### config.mk
export PLATFORM = sky130hd
export DESIGN_NAME = account_ledger_unit
export DESIGN_NICKNAME = d
export VERILOG_FILES = /design/src/rtl/billing_pkg.sv /design/src/rtl/ledger_netting_core.sv /design/src/rtl/account_ledger_unit.sv
export SDC_FILE = /design/constraint.sdc
export NUM_CORES = 1
export LEC_CHECK = 0
export ABC_AREA = 1
export BUFFER_PORTS_ARGS = -buffer_cell sky130_fd_sc_hd__buf_2
export CAP_MARGIN = 10
export CORE_MARGIN = 3
export CORE_UTILIZATION = 60
export CTS_CLUSTER_SIZE = 8
export DETAILED_ROUTE_END_ITERATION = 8
export PLACE_DENSITY = 0.79
export RECOVER_POWER = 25
export SLEW_MARGIN = 20
export SYNTH_ARGS = -nofsm -noshare
export SYNTH_HDL_FRONTEND = slang
export SYNTH_SLANG_ARGS = --single-unit
### constraint.sdc
create_clock -name clk -period 7.7 [get_ports clk]
set_input_delay 0.77 -clock clk [delete_from_list [all_inputs] [get_ports clk]]
set_output_delay 0.77 -clock clk [all_outputs]
set_load 0.02 [all_outputs]
### src/rtl/billing_pkg.sv
// Types and helpers shared by the payment-processing, ledger and tariff blocks.
package billing_pkg;

  typedef enum logic [1:0] {
    IDLE  = 2'd0,
    APPLY = 2'd1,
    CLOSE = 2'd2
  } ledger_state_t;

  localparam int          BAL_W_DEFAULT    = 20;
  localparam logic [15:0] LATE_FEE_DEFAULT = 16'd50;
  localparam int          SAT_ADD_W        = 32;

  typedef struct packed {
    logic [SAT_ADD_W-1:0] value;
    logic                 sat;
  } sat_sum_t;

  // Unsigned add clamped to 2^width-1; width must be 1..32.
  function automatic sat_sum_t sat_add(input logic [SAT_ADD_W-1:0] a,
                                       input logic [SAT_ADD_W-1:0] b,
                                       input int unsigned          width);
    logic [SAT_ADD_W:0] sum;
    logic [SAT_ADD_W:0] limit;
    sat_sum_t           r;
    sum   = {1'b0, a} + {1'b0, b};
    limit = (33'd1 << width) - 33'd1;
    if (sum > limit) begin
      r.value = limit[SAT_ADD_W-1:0];
      r.sat   = 1'b1;
    end else begin
      r.value = sum[SAT_ADD_W-1:0];
      r.sat   = 1'b0;
    end
    return r;
  endfunction

endpackage

### src/rtl/ledger_netting_core.sv
// Combinational netting of one payment result against credit and arrears.
module ledger_netting_core
  import billing_pkg::*;
#(
  parameter int BAL_W = BAL_W_DEFAULT
) (
  input  logic [BAL_W-1:0] credit,
  input  logic [BAL_W-1:0] arrears,
  input  logic [BAL_W-1:0] amount,
  input  logic             excess,
  input  logic             short_pay,
  output logic [BAL_W-1:0] credit_next,
  output logic [BAL_W-1:0] arrears_next,
  output logic             sat
);

  sat_sum_t sum;

  // NOTE: every output gets a default first so no path leaves a latch behind.
  always_comb begin
    credit_next  = credit;
    arrears_next = arrears;
    sat          = 1'b0;
    sum          = '0;
    if (excess && !short_pay) begin
      if (arrears >= amount) begin
        arrears_next = arrears - amount;
      end else begin
        sum          = sat_add(32'(credit), 32'(amount - arrears), BAL_W);
        credit_next  = sum.value[BAL_W-1:0];
        sat          = sum.sat;
        arrears_next = '0;
      end
    end else if (short_pay && !excess) begin
      if (credit >= amount) begin
        credit_next = credit - amount;
      end else begin
        sum          = sat_add(32'(arrears), 32'(amount - credit), BAL_W);
        arrears_next = sum.value[BAL_W-1:0];
        sat          = sum.sat;
        credit_next  = '0;
      end
    end
  end

endmodule

### src/rtl/account_ledger_unit.sv
// Customer ledger: nets payment results, charges late fees at period close,
// and raises a sticky disconnect request after repeated overdue periods.
module account_ledger_unit
  import billing_pkg::*;
#(
  parameter int          BAL_W         = BAL_W_DEFAULT,
  parameter logic [15:0] LATE_FEE      = LATE_FEE_DEFAULT,
  parameter int          GRACE_PERIODS = 2
) (
  input  logic             clk,
  input  logic             reset,
  input  logic             result_valid,
  input  logic             excess_payment,
  input  logic             short_payment,
  input  logic [15:0]      adjustment_amount,
  input  logic             period_tick,
  output logic             ready,
  output logic [BAL_W-1:0] credit_balance,
  output logic [BAL_W-1:0] arrears_balance,
  output logic [3:0]       overdue_count,
  output logic             late_fee_pulse,
  output logic             disconnect_req,
  output logic             sat_flag
);

  localparam logic [3:0] GRACE = 4'(GRACE_PERIODS);

  ledger_state_t    state, state_next;
  logic [15:0]      adj_q;
  logic             excess_q, short_q, tick_pending;
  logic             accept;
  logic [BAL_W-1:0] amount_ext;
  logic [BAL_W-1:0] net_credit, net_arrears;
  logic             net_sat;
  sat_sum_t         fee_sum;
  logic [3:0]       overdue_inc;

  assign ready       = (state == IDLE);
  assign accept      = result_valid && ready;
  assign amount_ext  = BAL_W'(adj_q);
  assign fee_sum     = sat_add(32'(arrears_balance), 32'(LATE_FEE), BAL_W);
  assign overdue_inc = (overdue_count == 4'hF) ? 4'hF : overdue_count + 4'd1;

  ledger_netting_core #(.BAL_W(BAL_W)) u_netting (
    .credit      (credit_balance),
    .arrears     (arrears_balance),
    .amount      (amount_ext),
    .excess      (excess_q),
    .short_pay   (short_q),
    .credit_next (net_credit),
    .arrears_next(net_arrears),
    .sat         (net_sat)
  );

  always_comb begin
    state_next = state;
    case (state)
      IDLE: begin
        if (accept)                           state_next = APPLY;
        else if (period_tick || tick_pending) state_next = CLOSE;
      end
      APPLY:   state_next = tick_pending ? CLOSE : IDLE;
      CLOSE:   state_next = IDLE;
      default: state_next = IDLE;
    endcase
  end

  // NOTE: sequential state uses non-blocking assignments so every register
  // samples the pre-edge values, regardless of statement order.
  always_ff @(posedge clk or posedge reset) begin
    if (reset) begin
      state           <= IDLE;
      adj_q           <= '0;
      excess_q        <= 1'b0;
      short_q         <= 1'b0;
      tick_pending    <= 1'b0;
      credit_balance  <= '0;
      arrears_balance <= '0;
      overdue_count   <= '0;
      late_fee_pulse  <= 1'b0;
      disconnect_req  <= 1'b0;
      sat_flag        <= 1'b0;
    end else begin
      state          <= state_next;
      late_fee_pulse <= 1'b0;
      // Entering CLOSE consumes every tick seen so far, merging duplicates.
      if (state_next == CLOSE)  tick_pending <= 1'b0;
      else if (period_tick)     tick_pending <= 1'b1;
      if (accept) begin
        adj_q    <= adjustment_amount;
        excess_q <= excess_payment;
        short_q  <= short_payment;
      end
      if (arrears_balance == '0) begin
        overdue_count  <= '0;
        disconnect_req <= 1'b0;
      end
      case (state)
        APPLY: begin
          credit_balance  <= net_credit;
          arrears_balance <= net_arrears;
          sat_flag        <= sat_flag | net_sat;
        end
        CLOSE: begin
          if (arrears_balance != '0) begin
            arrears_balance <= fee_sum.value[BAL_W-1:0];
            sat_flag        <= sat_flag | fee_sum.sat;
            late_fee_pulse  <= 1'b1;
            overdue_count   <= overdue_inc;
            if (overdue_inc >= GRACE) disconnect_req <= 1'b1;
          end
        end
        default: ;
      endcase
    end
  end

endmodule

After elaboration in Yosys (flattened, before gate mapping):

Index checks and enable logic that the tools add are counted.

* eq/ne operators: 8
* mux-type cells: 35
* order comparisons: 6
* bitwise operators: 2
* reduce and logical (&&, ||, !) cells: 15
* add/sub/neg operators: 8

Operators by type and width (number)
* two-way mux 20 bit: 9
* adder 20 x 32 -> 33 bit: 2
* > comparator 33 x 20 -> 1 bit, second input constant: 2
* two-way mux 21 bit: 3
* subtractor 16 x 20 -> 21 bit: 2
* >= comparator 20 x 16 -> 1 bit: 2
* one-hot mux 20 bit (2 select lines): 1
* subtractor 20 x 16 -> 20 bit: 2
* adder 20 x 6 -> 21 bit, second input constant: 1
* > comparator 21 x 20 -> 1 bit, second input constant: 1
* logical NOT 20 bit: 1
* nonzero test 20 bit: 1
* two-way mux 4 bit: 4
* two-way mux 1 bit: 13
* two-way mux 2 bit: 3
* nonzero test 2 bit: 3
* adder 4 x 1 -> 4 bit, second input constant: 1
* == test 2 bit, second input constant: 2
* == test 4 bit, second input constant: 1
* >= comparator 4 x 2 -> 1 bit, second input constant: 1
* inequality test 2 bit, second input constant: 2
* one-hot mux 2 bit (2 select lines): 1
* AND reduction 4 bit: 1
* logical AND 1 bit: 3
* 10 further kinds: 12

* register bits: 68
* input port bits: 22
* word-level logic and storage cells: 85
* output and inout bits: 48

Depth between registers and ports, before layout:

Gate-level depths: netlist (run 1).

* word-level depth: 9
* mapped depth: 28
* mapped depth without buffers: 27

Hierarchy:

Synthesis (run 1) repeated with hierarchy kept, for this count alone.

* cells, all modules: 2024
* area, all modules: 12074.1 um^2

Modules (own cells, without submodules)
* ledger_netting_core: area each 8420.6 um^2, seq. area each 0.0 um^2, instances 1, cells an instance 1506
* account_ledger_unit: area each 3653.5 um^2, seq. area each 1701.6 um^2, instances 1, cells an instance 518

Worst setup path after synthesis (run 1):

No wires, ideal clock.

* path type: reg2reg
* from: register credit_balance[2]
* to: register arrears_balance[6]
* path slack: 3.920 ns
* path buffers: 2
* clock period less this slack: 3.780 ns
* stages on the path, launching flop included: 27
* arrival: 3.663 ns
* library setup time: 0.117 ns
* required time: 7.583 ns
* cell sequence: dfrtp_1 > inv_1 > ha_1 > buf_4 > a21oi_1 > o21ai_0 > a21oi_1 > o21ai_2 > a21boi_1 > o21ai_0 > xor2_1 > ha_1 > nand2_1 > inv_1 > nand2_1 > nand2_1 > inv_1 > nand2_1 > nand3_1 > nand3_1 > nor2_4 > inv_2 > buf_6 > o21ai_0 > nand3_1 > nand2_1 > nand2_1

* cells in the longest elaborated chain, start to end: 8
* elaborated cells on any way between the ends: 11
* classes of those cells: 2 x add/sub; 2 x order compare; 1 x eq/ne; 5 x mux; 1 x reduce/logical

RTL lines
* start, declared: RTL line account_ledger_unit.sv:18 `output logic [BAL_W-1:0] credit_balance,`
* start signal, assigned: RTL line account_ledger_unit.sv:100 `credit_balance <= net_credit;`
* subtractor 16 x 20 -> 21 bit: RTL line ledger_netting_core.sv:38 `sum = sat_add(32'(arrears), 32'(amount - credit), BAL_W);`
* adder 20 x 32 -> 33 bit: RTL line billing_pkg.sv:26 `sum = {1'b0, a} + {1'b0, b};`
* > comparator 33 x 20 -> 1 bit: RTL line billing_pkg.sv:28 `if (sum > limit) begin`
* two-way mux 21 bit: RTL line billing_pkg.sv:28
* two-way mux 20 bit: RTL line ledger_netting_core.sv:35 `if (credit >= amount) begin`
* two-way mux 20 bit: RTL line ledger_netting_core.sv:34 `end else if (short_pay && !excess) begin`
* two-way mux 20 bit: RTL line ledger_netting_core.sv:25 `if (excess && !short_pay) begin`
* one-hot mux 20 bit (2 select lines): RTL line account_ledger_unit.sv:98 `case (state)`
* end signal, assigned: RTL line account_ledger_unit.sv:101 `arrears_balance <= net_arrears;`
* end signal, assigned: RTL line account_ledger_unit.sv:106 `arrears_balance <= fee_sum.value[BAL_W-1:0];`
* end, declared: RTL line account_ledger_unit.sv:19 `output logic [BAL_W-1:0] arrears_balance,`

Parallel ways exist; a longest one is shown, timed or not. The select of a mux whose other input is x is not followed.
A chain may end at the register's enable or synchronous reset.

Worst setup path after layout (run 1):

* from: register arrears_balance[1]
* to: register credit_balance[13]

* cells in the longest elaborated chain, start to end: 6
* elaborated cells on any way between the ends: 9
* classes of those cells: 2 x add/sub; 2 x order compare; 1 x eq/ne; 3 x mux; 1 x reduce/logical

RTL lines
* subtractor 16 x 20 -> 21 bit: RTL line ledger_netting_core.sv:29 `sum = sat_add(32'(credit), 32'(amount - arrears), BAL_W);`
* adder 20 x 32 -> 33 bit: RTL line billing_pkg.sv:26
* > comparator 33 x 20 -> 1 bit: RTL line billing_pkg.sv:28
* two-way mux 21 bit: RTL line billing_pkg.sv:28
* two-way mux 20 bit: RTL line ledger_netting_core.sv:26 `if (arrears >= amount) begin`
* two-way mux 20 bit: RTL line ledger_netting_core.sv:25

Parallel ways exist; a longest one is shown, timed or not. The select of a mux whose other input is x is not followed.

==> flow_summary_export.csv, run 1 <==
group,metric,value,unit
timing,setup_viol,0,
worst_setup_path,crit_family,"compound AO/OA/AOI/OAI gates",
finish,final_common_cell,"nand2_1",
worst_setup_path,cp_cell_sequence,"inv_1 -> ha_1 -> nand2_1 -> o21ai_0 -> a21oi_1 -> o21bai_1 -> a21oi_1 -> xor2_1 -> ha_1 -> a21oi_1 -> o21ai_0 -> nor2_1 -> nand2_1 -> nand2_1 -> nand3_2 -> inv_1 -> nand2_1 -> nand2_1 -> a21boi_1",
synthesis,ys.flop_type,"dfrtp_1",
global_routing,grt_max_degree,69,
synthesis,syn_area_per_cell,6.21,um^2
min_path,worstHoldPathCells,2,
synthesis,synth_cells,1634,
status,status,"finished with violations",
worst_setup_path,path_buf_inv,2,
cts,h-tree-depth,3,
timing,finalSetupTns,0,ps
place,routabilityCongestion,1.08,
finish,n_antenna_cell,0,
timing,finalCritPeriodShare,62.7,%
detailed_routing,postRouteAntennaNets,0,
synthesis,yosysSeqAreaShare,16.8,%
cts,cts_sinks,68,
cts,cts_tree,"done",
run,max_cap_viol_count,2,
cts,ctsHoldBuffers,0,
synthesis,ys_ff_latch,68,
timing,timing.fmax,207,MHz
finish,fin_nets,1818,
timing,skew,12.9,ps
global_routing,gr-usage-met1,49.5,%
worst_setup_path,worst_path_most_repeated_cell,"nand2_1",
place,dp_slack,3020,ps
detailed_routing,drc,1,
synthesis,synth_top_area_share,16.9,%
worst_setup_path,end_kind,"flop",
synthesis,yosys-top-cells-area,"nand2_1 (17%), dfrtp_1 (17%), ha_1 (14%)",
global_routing,grt_pass1_wl,57700,um
place,dpl_cell_area,10500,um^2
synthesis,syn_area,10200,um^2
detailed_routing,wl_per_cell,19.5,um
worst_setup_path,critPathKind,"flop to flop",
worst_setup_path,reg2regPathDepth,19,
global_routing,gr-total-overflow,0,
die,initial_core_util,62.6,%
cts,cts_made_buffers,9,
timing,hold_viol,0,
finish,final_cell_mix,"nand2_1 (456), inv_1 (208), nor2_1 (162)",
finish,area_growth,6.74,%
global_routing,grt.met2_usage,66.4,%
worst_setup_path,cp.arrival,5060,ps
place,portBuffers,69,
detailed_routing,viasPerCell,6.07,
worst_setup_path,max_stage_delay,600,ps
timing,maxSlewViolCount,108,
die,fp.dieW,136,um
timing,setup_slack,2870,ps
worst_setup_path,critPathMaxFanout,15,
die,io_pins,70,
worst_setup_path,required,7930,ps
detailed_routing,drt_pass1_iterations,9,
worst_setup_path,path_depth,19,
detailed_routing,drtIter0Drc,1395,
global_routing,busiest_layer,"met2",
die,num_rows,46,
place,dp_hpwl,29900,um
die,die_y,136,um
global_routing,grtUsageTotal,40.2,%
cts,cts_root_buf,"clkbuf_16",
timing,rsz0062_at_grt,"false",
cts,cts_setup_buffers,0,
cts,cts_resized,0,
die,die_area,18500,um^2
cts,clock_path_buffers,2,
cts,clk_pin_slew,70,ps
timing,relSlewSlack,-171,%
cts,clock_latency,350,ps
synthesis,syn-num-nets,1774,
detailed_routing,num_vias,11500,
synthesis,yosys.area.top_type,"nand2_1",
timing,fin_crit,4830,ps
worst_setup_path,start_kind,"flop",
global_routing,use_met3,7.70,%
synthesis,yosysUniqueCellTypes,57,
worst_setup_path,crit_slowest_cell,"dfrtp_1",
timing,tightest_slew,4070,ps
synthesis,synth-async-reset-ratio,100,%
die,design.core.area,16200,um^2
min_path,worstHoldPathType,"flop to flop",
finish,drive_gt1_share,7.49,%
global_routing,antenna_found_initial,0,
detailed_routing,routed_wl,37100,um
synthesis,synth-edff-count,0,
finish,finalInstanceArea,10800,um^2
global_routing,grt_pass1_vias,10900,
synthesis,synth_warnings,0,
status,violations,"DRC, capacitance limit, slew limit",
==> area by class of cell <==
cell class                      count  area [um^2]
Tap cell                          216          270
Multi-Input combinational cell   1313         7400
Timing Repair Buffer               71          353
Fill cell                        1581         5390
Inverter                          215          810
Sequential cell                    68         1700
Clock inverter                      5         61.3
Clock buffer                       10          239
==> cells in the mapped netlist, drive strengths merged (2+ instances only) <==
| cell type | number |
|---|---|
| a211oi | 2 |
| a21boi | 9 |
| a21o | 10 |
| a21oi | 156 |
| a22oi | 10 |
| a31oi | 9 |
| buf | 19 |
| clkbuf | 19 |
| clkinv | 2 |
| dfrtp | 68 |
| fa | 6 |
| ha | 112 |
| inv | 213 |
| nand2 | 467 |
| nand3 | 84 |
| nand3b | 9 |
| nand4 | 31 |
| nor2 | 173 |
| nor3 | 17 |
| nor4 | 2 |
| o211ai | 4 |
| o21a | 4 |
| o21ai | 105 |
| o21bai | 8 |
| or2 | 4 |
| xnor2 | 19 |
| xor2 | 64 |
==> registers in the layout (all words and copies together), names as in the netlist <==
register	flops
excess_q	1
late_fee_pulse	1
disconnect_req	1
sat_flag	1
short_q	1
adj_q	16
credit_balance	20
arrears_balance	20
overdue_count	4
state	2
tick_pending	1
==> routing by layer <==
| layer | wire length, um | vias to the layer above |
|---|---|---|
| met5 | 0 | - |
| met4 | 2280 | 0 |
| met3 | 3460 | 184 |
| met2 | 17000 | 695 |
| met1 | 14300 | 5226 |
| li1 | - | 5408 |
==> tightest hold or removal path: stages, from the launching register on <==
cell	delay, ps
dfrtp_1	350
inv_1	50
nand2_1	70
==> worst paths after layout <==
| kind | startpoint | endpoint | slack (ps) |
|---|---|---|---|
| setup / recovery | arrears_balance[1] | credit_balance[13] | 2870 |
| hold / removal | sat_flag | sat_flag | 500 |
| setup reg to reg | arrears_balance[1] | credit_balance[13] | 2870 |
| hold reg to reg | sat_flag | sat_flag | 500 |
| max in group asynchronous | reset | arrears_balance[1] | 3390 |
| min in group asynchronous | reset | credit_balance[19] | 1990 |
==> metrics by stage <==
step	cells	util [%]	hold WS [ps]
2_1_floorplan	1634	-	489
3_3_place_gp	1883	65.0	469
3_5_place_dp	1883	65.0	490
4_1_cts	1898	66.8	506
5_1_grt	1898	66.8	522
6_report	1898	66.8	499
==> cells by family (layout without fill, tap and decap cells) <==
| logic type | after synthesis | after routing | share of synthesized area (%) |
|---|---|---|---|
| and+or+nand+nor | 789 | 789 | 33.2 |
| AOI/OAI and AO/OA | 322 | 322 | 17.5 |
| buffers and inverters | 253 | 301 | 10.3 |
| adders and majority gates | 118 | 118 | 15.0 |
| xor gates and xnor gates | 83 | 83 | 7.16 |
| DFF | 68 | 68 | 16.8 |
| muxes | 1 | 1 | 0.111 |
Power of run 1 is not shown: default switching activity piles up to over one toggle a cycle in this logic, so the estimate is an artifact.
==> inputs of run 2 (changes only) <==
Settings changed: ABC_AREA 1 to 0.
Clock period 7.7 ns to 5 ns, I/O delays scaled along.
==> run 2 against run 1 <==
Compared with the run above:
- sequential cell count unchanged
- utilization increased by 1.9 points
- sequential share of layout area increased by 0.43 points
- design area decreased by 2.6%
- the run ends with capacitance limit, slew limit left
- critical path type unchanged
- worst hold slack got worse by 130 ps
- largest cell class unchanged
==> flow_summary_export.csv, run 2 <==
group,metric,value,unit
status,status,"finished with violations",
status,violations,"capacitance limit, slew limit",
detailed_routing,drc,0,
global_routing,antenna_found_initial,0,
timing,finalSetupTns,0,ps
finish,reg_top3,"arrears_balance: 20 flops, credit_balance: 20 flops, adj_q: 16 flops",
synthesis,synthTopCellsByCount,"a21oi_1 (124), ha_1 (112), inv_1 (90), nor2_1 (79), nand2_1 (75)",
cts,clock_latency,360,ps
synthesis,synth-edff-count,0,
global_routing,busiest_layer,"met2",
global_routing,gr-total-overflow,0,
die,num_rows,45,
global_routing,grt.met2_usage,53.5,%
cts,clock_path_buffers,2,
worst_setup_path,crit_slowest_cell,"dfrtp_2",
die,io_pins,70,
timing,hold_viol,0,
finish,final_cell_mix,"a21oi_1 (121), ha_1 (110), inv_1 (88)",
detailed_routing,num_vias,10100,
detailed_routing,postRouteAntennaNets,0,
finish,area_growth,10.8,%
die,design.core.area,15400,um^2
finish,drive_gt1_share,14.1,%
finish,regArea,1700,um^2
cts,cts_tree,"done",
detailed_routing,wl_per_cell,20.2,um
worst_setup_path,critPathKind,"flop to flop",
cts,clk_pin_slew,60,ps
worst_setup_path,end_kind,"flop",
finish,fin_nets,1430,
synthesis,yosysUniqueCellTypes,81,
cts,h-tree-depth,3,
synthesis,synth-async-reset-ratio,100,%
global_routing,grtUsageTotal,34.0,%
die,die_area,17400,um^2
detailed_routing,routed_wl,30400,um
worst_setup_path,max_stage_delay,440,ps
die,fp.dieW,132,um
global_routing,grt_pass1_vias,9259,
detailed_routing,drtIter0Drc,1189,
timing,tightest_slew,3790,ps
synthesis,synth_warnings,0,
worst_setup_path,start_kind,"flop",
global_routing,gr-usage-met1,47.2,%
worst_setup_path,required,5230,ps
detailed_routing,viasPerCell,6.70,
place,dp_hpwl,23700,um
finish,multi_input_area,7290,um^2
synthesis,yosysSeqAreaShare,17.9,%
finish,fillCellCount,1329,
synthesis,synth_top_area_share,17.9,%
place,routabilityCongestion,0.988,
timing,relSlewSlack,-153,%
timing,timing.fmax,209,MHz
worst_setup_path,crit_family,"compound AO/OA/AOI/OAI gates",
synthesis,syn-num-nets,1366,
finish,n_antenna_cell,0,
timing,maxSlewViolCount,69,
worst_setup_path,path_buf_inv,3,
run,max_cap_viol_count,1,
cts,cts_made_buffers,9,
cts,cts_root_buf,"clkbuf_16",
synthesis,synth_cells,1226,
timing,setup_viol,0,
timing,fin_crit,4800,ps
place,portBuffers,69,
timing,rsz0062_at_grt,"false",
die,initial_core_util,62.0,%
finish,final_common_cell,"a21oi_1",
synthesis,yosys.area.top_type,"dfrtp_1",
min_path,worstHoldPathType,"input port to flop",
global_routing,use_met3,4.77,%
timing,finalCritPeriodShare,95.9,%
synthesis,syn_area,9530,um^2
detailed_routing,drt_pass1_iterations,6,
synthesis,ys.flop_type,"dfrtp_1",
synthesis,ys_ff_latch,68,
synthesis,yosys-top-cells-area,"dfrtp_1 (18%), ha_1 (15%), a21oi_1 (6.5%)",
synthesis,syn_area_per_cell,7.77,um^2
global_routing,grt_max_degree,69,
worst_setup_path,cp_cell_sequence,"inv_2 -> ha_1 -> nor2b_1 -> o21a_1 -> o21ai_1 -> a21oi_1 -> a2111oi_2 -> buf_4 -> o21a_2 -> o31ai_1 -> xnor2_1 -> ha_1 -> a21o_1 -> nand2_1 -> o2111ai_1 -> a31oi_1 -> a21boi_1 -> buf_4 -> nand3_1 -> a221o_1 -> o221a_1",
worst_setup_path,critPathMaxFanout,11,
global_routing,grt_pass1_wl,47800,um
cts,cts_sinks,68,
die,die_y,132,um
synthesis,synth_most_common_cell,"a21oi_1",
worst_setup_path,cp.arrival,5030,ps
timing,skew,9.73,ps
## run 2: worst paths after layout
kind | start | to | slack (ps) | depth (start not counted)
min in group asynchronous | reset | arrears_balance[2] | 1610 | 3
worst min register to register | sat_flag | sat_flag | 480 | 1
max in group asynchronous | reset | credit_balance[1] | 970 | 3
worst min-delay path | adjustment_amount[11] | adj_q[11] | 370 | 2
worst max-delay path | credit_balance[1] | arrears_balance[10] | 200 | 21
worst max register to register | credit_balance[1] | arrears_balance[10] | 200 | 21
## run 2: cell families (layout without fill, tap and decap cells)
logic type,after synthesis,count (layout),synth area share [%]
compound gates,423,423,29.8
simple gates,355,355,19.0
buf+inv,150,219,6.51
fa+ha+maj,118,118,16.0
xor+xnor,89,89,8.18
flops,68,68,17.9
mux,23,23,2.67
## run 2: repair_timing
action,4_1_cts,5_1_grt
gates resized for setup,0,18
setup endpoints to repair,0,40
hold buffers,0,0
setup buffers,0,0
## run 2: layer usage
layer | vias to the layer above | wire [um]
li1 | 4673 | -
met2 | 609 | 13400
met1 | 4701 | 12600
met3 | 101 | 3160
met4 | 0 | 1250
met5 | - | 0
## run 2: area by class of cell
type	instances	area share [%]
tap	211	2.50
clock inverter	4	0.462
clock buffer	12	2.33
multi-input combinational	1008	69.0
inverter	90	3.20
sequential	68	16.1
timing repair buffer	113	6.36
## run 2: through the flow
step | cells | cell area [um^2] | utilization, % | setup WS, ps | hold slack [ps]
2_1_floorplan | 1226 | 9530 | - | 27.4 | 492
3_3_place_gp | 1490 | 10200 | 66.3 | 155 | 452
3_5_place_dp | 1490 | 10200 | 66.3 | 52.1 | 462
4_1_cts | 1506 | 10500 | 68.2 | 21.4 | 373
5_1_grt | 1506 | 10600 | 68.7 | 4.38 | 375
6_report | 1506 | 10600 | 68.7 | 204 | 373
Power of run 2 is left out for the same reason.
==> inputs of run 3 (changes only) <==
Settings changed: BUFFER_PORTS_ARGS -buffer_cell sky130_fd_sc_hd__buf_2 to unset, CTS_CLUSTER_DIAMETER set to 150, DONT_BUFFER_PORTS set to 1, PLACE_DENSITY 0.79 to 0.76, SETUP_SLACK_MARGIN set to 0.3.
==> run 3 against run 2 <==
Compared with the run above:
- critical path depth unchanged
- utilization shrank 0.20 points
- via count down 3.9%
- non-clock buffer count fell by 49
- the run still ends with capacitance limit, slew limit left
- die area is the same
- worst hold slack lost 83 ps
- design area is 0.30% lower
- clock-buffer cell count decreased by 1
- setup slack better by 220 ps
- register-to-register slack improved by 220 ps
- global-route usage grew 0.25 points
- first-iteration DRC count down 0.42%
==> flow_summary_export.csv, run 3 (same netlist as run 2, synthesis figures left out) <==
group,metric,value,unit
worst_setup_path,start_kind,"flop",
min_path,holdPathEnd,"adj_q[9]",
timing,hold_viol,0,
global_routing,grt_pass1_vias,8862,
cts,clock_path_buffers,2,
detailed_routing,viasPerCell,6.65,
timing,rsz0062_at_grt,"true",
finish,final_cell_mix,"a21oi_1 (119), ha_1 (110), inv_1 (85)",
finish,stdcell_count,1457,
worst_setup_path,r2r_end,"credit_balance[0]",
worst_setup_path,cp.arrival,4820,ps
status,violations,"capacitance limit, slew limit",
finish,finalInstanceArea,10500,um^2
die,io_pins,70,
timing,skew,8.44,ps
run,max_cap_viol_count,1,
die,initial_core_util,62.0,%
cts,h-tree-depth,3,
timing,fin_crit,4580,ps
worst_setup_path,end_kind,"flop",
die,design.core.area,15400,um^2
detailed_routing,drt_pass1_iterations,6,
detailed_routing,routed_wl,30900,um
cts,cts_made_buffers,9,
timing,finalSetupTns,0,ps
finish,final_common_cell,"a21oi_1",
place,routabilityCongestion,0.990,
detailed_routing,num_vias,9693,
detailed_routing,postRouteAntennaNets,0,
worst_setup_path,timing.rr.start,"adj_q[0]",
finish,area_growth,10.5,%
global_routing,grtUsageTotal,34.2,%
global_routing,gr-total-overflow,0,
finish,fin_nets,1381,
min_path,hp-start,"adjustment_amount[9]",
cts,cts_sinks,68,
finish,n_antenna_cell,0,
cts,cts_tree,"done",
cts,cts_root_buf,"clkbuf_16",
cts,clk_pin_slew,60,ps
detailed_routing,drc,0,
place,portBuffers,0,
min_path,worstHoldPathCells,1,
worst_setup_path,critPathKind,"flop to flop",
status,status,"finished with violations",
timing,maxSlewViolCount,69,
place,dpl_cell_area,9860,um^2
global_routing,grt_pass1_wl,48000,um
finish,final_util,68.5,%
timing,setup_viol,0,
detailed_routing,wl_per_cell,21.2,um
worst_setup_path,r2r_setup_slack,420,ps
global_routing,antenna_found_initial,0,
worst_setup_path,required,5240,ps
finish,fillCellCount,1317,
timing,timing.fmax,218,MHz
cts,clock_latency,360,ps
die,die_y,132,um
place,dp_hpwl,23900,um
global_routing,grt_max_degree,69,
place,place_inst,1421,
worst_setup_path,reg2regPathDepth,21,
min_path,worstHoldPathType,"input port to flop",
die,fp.dieW,132,um
die,num_rows,45,
cts,ctsHoldBuffers,0,
worst_setup_path,critPathMaxFanout,8,
timing,relSlewSlack,-157,%
die,die_area,17400,um^2
timing,tightest_slew,3850,ps
finish,reg_top3,"arrears_balance: 20 flops, credit_balance: 20 flops, adj_q: 16 flops",
timing,finalCritPeriodShare,91.6,%
detailed_routing,drtIter0Drc,1184,
finish,drive_gt1_share,13.1,%
==> run 3: worst max-delay path: stages, from the launching register on <==
cell and delay (ps):
dfrtp_1 400, inv_2 100, ha_4 140, inv_2 40, fa_2 410, a21oi_4 150, o21ai_2 100, a2111oi_4 390
buf_4 190, nor3_4 40, a2111oi_4 300, xor2_1 200, ha_1 290, a21o_1 200, a21o_1 180, a211oi_2 260
o221a_2 230, o21ai_2 60, buf_6 150, or3_4 320, a221oi_2 230, a21oi_1 60
==> run 3: metal layers <==
metal  up-vias  GRT usage [%]  share of wire (%)
met5         -              0                  0
met4         0           11.3                3.3
met3        87           6.11                8.8
met2       483           53.7                 45
met1      4557           47.8                 43
li1       4566              -                  -
==> run 3: through the flow <==
step	hold slack, ps	setup slack (ps)
2_1_floorplan	492	319
3_3_place_gp	507	151
3_5_place_dp	544	-9.28
4_1_cts	288	301
5_1_grt	285	199
6_report	290	419
==> run 3: how the worst max path moves through the flow <==
| stage | start | to | slack, ps |
|---|---|---|---|
| detailed placement | adj_q[0] | credit_balance[18] | -9 |
| global placement | adj_q[0] | credit_balance[18] | 150 |
| floorplan | arrears_balance[1] | credit_balance[4] | 320 |
| CTS | arrears_balance[1] | credit_balance[0] | 300 |
| finish | adj_q[0] | credit_balance[0] | 420 |
| global route | reset | credit_balance[6] | 200 |
==> run 3: layout make-up <==
class,instances,area [um^2],area share (%)
repair buffers,64,493,4.68
flip-flops and latches,68,1710,16.2
multi-input cells,1008,7390,70.2
inverters,90,338,3.21
clock inverters,5,82.6,0.784
clock buffers,11,253,2.40
well taps,211,264,2.51
==> run 3: timing repair <==
item                       CTS  global route
cloned                       0             0
setup buffers                2            18
gates resized for setup     15            31
hold endpoints to repair     0             0
setup endpoints to repair   33            41
pin swaps                    7            27
Power of run 3 is left out for the same reason.
